## config.mk

```make
export PLATFORM = sky130hd
export DESIGN_NAME = spi_master_ctrl
export DESIGN_NICKNAME = d
export VERILOG_FILES = /design/src/rtl/spi_master_ctrl.sv
export SDC_FILE = /design/constraint.sdc
export NUM_CORES = 1
export LEC_CHECK = 0
export CAP_MARGIN = 5
export CORE_ASPECT_RATIO = 1.1
export CORE_UTILIZATION = 40
export DETAILED_ROUTE_END_ITERATION = 16
export PLACE_DENSITY = 0.61
export REMOVE_ABC_BUFFERS = 1
export SLEW_MARGIN = 20
export SYNTH_ARGS = -nofsm -noshare
export SYNTH_HDL_FRONTEND = slang
export SYNTH_SLANG_ARGS = --single-unit
```

## constraint.sdc

```tcl
create_clock -name clk -period 4.18 [get_ports clk]
set_input_delay 0.836 -clock clk [delete_from_list [all_inputs] [get_ports clk]]
set_output_delay 0.836 -clock clk [all_outputs]
set_load 0.01 [all_outputs]
```

## src/rtl/spi_master_ctrl.sv

```systemverilog
// SPI master: serialises {op, payload} host commands as 10-bit MSB-first frames, collects 8-bit read-data replies.
// Latency: writes/rd-addr 1+10+IDLE_GAP cycles from handshake to ready; rd-data adds RD_WAIT+8, reply strobe at 1+10+RD_WAIT+8.
// Backpressure: cmd_ready is high only in IDLE, so the host holds cmd_valid until the frame in flight and its gap finish.
//
// Ports:
//   clk, rst            single clock, synchronous active-high reset
//   cmd_valid/cmd_ready host command handshake; cmd_op (2b) and cmd_data (8b) are latched on it
//   rsp_valid/rsp_data  one-cycle reply strobe; rsp_data holds until the next reply
//   busy                high whenever the controller is not IDLE
//   ss_n, MOSI, MISO    frame select, serial out and serial in towards the SPI slave wrapper
module spi_master_ctrl #(
  parameter int RD_WAIT  = 2,  // cycles between last frame bit and first MISO sample, 0..15
  parameter int IDLE_GAP = 1   // cycles ss_n stays high after a frame, 1..15
) (
  input  logic       clk,
  input  logic       rst,
  input  logic       cmd_valid,
  output logic       cmd_ready,
  input  logic [1:0] cmd_op,
  input  logic [7:0] cmd_data,
  output logic       rsp_valid,
  output logic [7:0] rsp_data,
  output logic       busy,
  output logic       ss_n,
  output logic       MOSI,
  input  logic       MISO
);

  typedef enum logic [2:0] {
    ST_IDLE,
    ST_START,
    ST_SHIFT,
    ST_WAIT,
    ST_RECV,
    ST_GAP
  } state_t;

  localparam logic [1:0] OP_RD_DATA = 2'b11;
  // Down-counters run N-1..0 so a state lasts exactly N cycles.
  localparam logic [3:0] RD_WAIT_M1 = (RD_WAIT > 0) ? 4'(RD_WAIT - 1) : 4'd0;
  localparam logic [3:0] GAP_M1     = 4'(IDLE_GAP - 1);

  state_t     state_q, state_d;
  logic [9:0] frame_q, frame_d;
  logic [3:0] bit_cnt_q, bit_cnt_d;
  logic [3:0] wait_cnt_q, wait_cnt_d;
  // Only the seven most recent bits are kept; the eighth is taken straight from MISO on the final edge.
  logic [6:0] rx_q, rx_d;
  logic [7:0] rsp_data_d;
  logic       rsp_valid_d;
  logic       ss_n_d;
  logic       mosi_d;

  assign cmd_ready = (state_q == ST_IDLE);
  assign busy      = (state_q != ST_IDLE);

  always_comb begin
    state_d     = state_q;
    frame_d     = frame_q;
    bit_cnt_d   = bit_cnt_q;
    wait_cnt_d  = wait_cnt_q;
    rx_d        = rx_q;
    rsp_data_d  = rsp_data;
    rsp_valid_d = 1'b0;

    case (state_q)
      ST_IDLE: begin
        if (cmd_valid && cmd_ready) begin
          state_d = ST_START;
          // Read-data carries no payload; send zeros regardless of cmd_data.
          frame_d = (cmd_op == OP_RD_DATA) ? {OP_RD_DATA, 8'h00} : {cmd_op, cmd_data};
        end
      end

      ST_START: begin
        state_d   = ST_SHIFT;
        bit_cnt_d = 4'd9;
      end

      ST_SHIFT: begin
        if (bit_cnt_q == 4'd0) begin
          // Bit counter is left at zero (saturated) until the next state reloads it.
          if (frame_q[9:8] == OP_RD_DATA) begin
            if (RD_WAIT == 0) begin
              state_d   = ST_RECV;
              bit_cnt_d = 4'd7;
            end else begin
              state_d    = ST_WAIT;
              wait_cnt_d = RD_WAIT_M1;
            end
          end else begin
            state_d    = ST_GAP;
            wait_cnt_d = GAP_M1;
          end
        end else begin
          bit_cnt_d = bit_cnt_q - 4'd1;
        end
      end

      ST_WAIT: begin
        if (wait_cnt_q == 4'd0) begin
          state_d   = ST_RECV;
          bit_cnt_d = 4'd7;
        end else begin
          wait_cnt_d = wait_cnt_q - 4'd1;
        end
      end

      ST_RECV: begin
        rx_d = {rx_q[5:0], MISO};
        if (bit_cnt_q == 4'd0) begin
          rsp_data_d  = {rx_q, MISO};
          rsp_valid_d = 1'b1;
          state_d     = ST_GAP;
          wait_cnt_d  = GAP_M1;
        end else begin
          bit_cnt_d = bit_cnt_q - 4'd1;
        end
      end

      ST_GAP: begin
        if (wait_cnt_q == 4'd0) begin
          state_d = ST_IDLE;
        end else begin
          wait_cnt_d = wait_cnt_q - 4'd1;
        end
      end

      default: begin
        state_d = ST_IDLE;
      end
    endcase

    // Pins are registered from the next state so they line up with the state they belong to.
    ss_n_d = (state_d == ST_IDLE) || (state_d == ST_GAP);
    mosi_d = (state_d == ST_SHIFT) ? frame_d[bit_cnt_d] : 1'b0;
  end

  always_ff @(posedge clk) begin
    if (rst) begin
      state_q    <= ST_IDLE;
      frame_q    <= 10'd0;
      bit_cnt_q  <= 4'd0;
      wait_cnt_q <= 4'd0;
      rx_q       <= 7'd0;
      rsp_data   <= 8'h00;
      rsp_valid  <= 1'b0;
      ss_n       <= 1'b1;
      MOSI       <= 1'b0;
    end else begin
      state_q    <= state_d;
      frame_q    <= frame_d;
      bit_cnt_q  <= bit_cnt_d;
      wait_cnt_q <= wait_cnt_d;
      rx_q       <= rx_d;
      rsp_data   <= rsp_data_d;
      rsp_valid  <= rsp_valid_d;
      ss_n       <= ss_n_d;
      MOSI       <= mosi_d;
    end
  end

endmodule

```

==> flow_summary.toml <==
[outcome]
status = "complete, no violations"

[floorplan]
fp.dieArea_um2 = 5250
ios = 27
rows = 26
coreArea_um2 = 4720
chipWidth_um = 69.2
start_util_pct = 42.1
die_h_um = 75.9

[timing]
final.min_clock_period_ns = 2.68
fin_setup_tns_ns = 0
finalClockSkew_ns = 0.0118
max_slew_margin_pct = 48.2
fmax_mhz = 374
finalHoldViolCount = 0
setup_viol = 0
worst_slew_pin_slew_ns = 0.774
grt_setup_unrepaired = "false"
setup_ws_ns = 1.50
min_period_over_period_pct = 64.0
final_max_slew_viol_count = 0

[route]
viasPerCell = 5.58
wl_per_cell_um = 13.7
dr.pass1.iters = 4
wirelength_um = 4370
final_antenna_net_count = 0
drtIter0Drc = 78
route.detailed.drc = 0
vias = 1773

[layout]
antenna_cells = 0
nets = 278
ff_latch_area_um2 = 781
postLayoutCellArea_um2 = 2330
area_growth_pct = 17.6
drive_above_1_share_pct = 8.02
multiInputGateArea_um2 = 1090
n_fill_cell = 475

[placement]
dpl_cell_area_um2 = 2250
gp_congestion = 0.845
dp_slack_ns = 1.24
numPortBuffers = 26
dp_hpwl_um = 3130

[clock_tree]
post-cts-setup-buffer-count = 0
cts.htree.levels = 2
cts_tree = "yes"
postCtsHoldBufs = 0
clock_sinks = 39
cts_resized = 0
clkTransAtPathRegs_ns = 0.08
cts_buffer_depth = 2
cts.root.buffer_cell = "clkbuf_8"
worstSkewPairLatency_ns = 0.29
numCtsBuffers = 5

[global_route]
grt_max_degree = 27
grt_usage_pct = 17.8
grt_overflow = 0
grt_pass1_vias = 1577
antenna_found_initial = 0
grt_pass1_wl_um = 7340

[yosys]
yosysTopAreaCell = "dfxtp_1"
synth_area_leaders = "dfxtp_1, a21oi_1, nand2_1"
synth_top_area_share_pct = 39.3
syn-cell-area_um2 = 1980
yosysSeqAreaShare_pct = 39.3
synth_cell_types = 52
ys_warn_count = 0
yosys-top-cells-count = "dfxtp_1, a21oi_1, nand2_1"
ys_ff_latch = 39
synth_edf_count = 0
synthMostInstantiatedCell = "dfxtp_1"
ys.flop_type = "dfxtp_1"
synthArstFlopShare_pct = 0
syn_avg_cell_area_um2 = 8.20
syn_inst = 242

[critical_path]
cp_max_fo = 11
worst-setup-path-type = "reg2reg"
rr_endpoint = "MOSI"
end_kind = "flop"
r2r-start = "bit_cnt_q[1]"
r2r_setup_slack_ns = 1.50
rr_worst_depth = 8
arrival_ns = 2.86
required_ns = 4.36
cp-start-kind = "flop"

[hold_path]
hold_path.startpoint = "rsp_data[3]"
hold_end = "rsp_data[3]"
hold_depth = 2
hold_path.class = "reg2reg"

[power_and_ir_drop]
power_density_nw_per_um2 = 512
peakVddDrop_uv = 245
p_leak_nw = 0.828

[flow_run]
drv_cap = 0
[per-stage QoR]
stage	hold slack, ns	instances	power (mW)	util (%)
after CTS	0.456	318	1.21	49.5
after floorplan	0.434	225	0.812	-
final	0.453	318	1.20	49.5
after global placement	0.441	310	0.961	47.7
after detailed placement	0.445	310	0.961	47.7
after global routing	0.483	318	1.29	49.5
[cells by family after synthesis]
| family | share of synthesized area, % |
|---|---|
| flip-flops | 39.3 |
| AO/OA/AOI/OAI | 24.4 |
| XOR/XNOR | 1.77 |
| AND/OR/NAND/NOR | 25.2 |
| adder cells (fa/ha/maj) | 1.89 |
| multiplexers | 1.64 |
| buffers and inverters | 5.80 |
[area by class of cell]
type / count / share of cell area (%)
clock buffers: 7 / 3.27
clock inverters: 1 / 0.214
inverters: 8 / 1.29
multi-input cells: 178 / 46.6
flip-flops and latches: 39 / 33.5
well taps: 56 / 3.00
repair buffers: 29 / 12.1
[worst max-delay path by stage]
| stage | cells after the start | end | slack (ns) | from |
|---|---|---|---|---|
| after floorplan | 8 | MOSI | 1.94 | bit_cnt_q[1] |
| after global placement | 7 | MOSI | 1.22 | cmd_valid |
| after detailed placement | 7 | MOSI | 1.24 | cmd_valid |
| after CTS | 8 | MOSI | 1.49 | bit_cnt_q[1] |
| after global routing | 8 | MOSI | 1.23 | bit_cnt_q[1] |
| final | 8 | MOSI | 1.50 | bit_cnt_q[1] |
[layer usage]
metal	up-vias	wire length [um]	GRT usage [%]
li1	907	-	-
met1	814	1990	21.3
met2	45	2120	30.7
met3	7	184	4.50
met4	0	81	7.48
met5	-	0	0
[placed cells by master (no fill, tap or decap), drive strengths merged, types with 2 or more instances in the layout]
master,instances
dfxtp,39
a21oi,30
nand2,29
clkdlybuf4s50,26
nor2,26
o21ai,13
nand3,9
and3,8
inv,8
a221oi,8
clkbuf,7
a211oi,6
nand2b,4
nor3,3
nor2b,3
ha,3
buf,3
xnor2,2
nand4bb,2
a21o,2
nor3b,2
xor2,2
and2,2
nand4b,2
o31a,2
a31oi,2
o32ai,2
[flip-flops by register name (all words and copies together), names as in the netlist]
signal / count
ss_n: 1
wait_cnt_q: 4
MOSI: 1
rsp_data: 8
rx_q: 7
frame_q: 10
state_q: 3
bit_cnt_q: 4
rsp_valid: 1
[critical path, stage by stage, from the launching register on]
cell and delay (ns):
dfxtp_1 0.35, inv_1 0.12, ha_1 0.25, nor3b_2 0.63, o31a_1 0.22, a21o_1 0.26, mux4_2 0.55, nand4b_1 0.11
a31oi_1 0.07
[power by group]
part           switching [mW]  internal (mW)  leakage, nW  total, mW
combinational           0.291          0.206        0.469      0.497
sequential             0.0455          0.411        0.317      0.457
clock                   0.124          0.117       0.0422      0.241
Note: power is estimated with default switching activity, not from simulation.
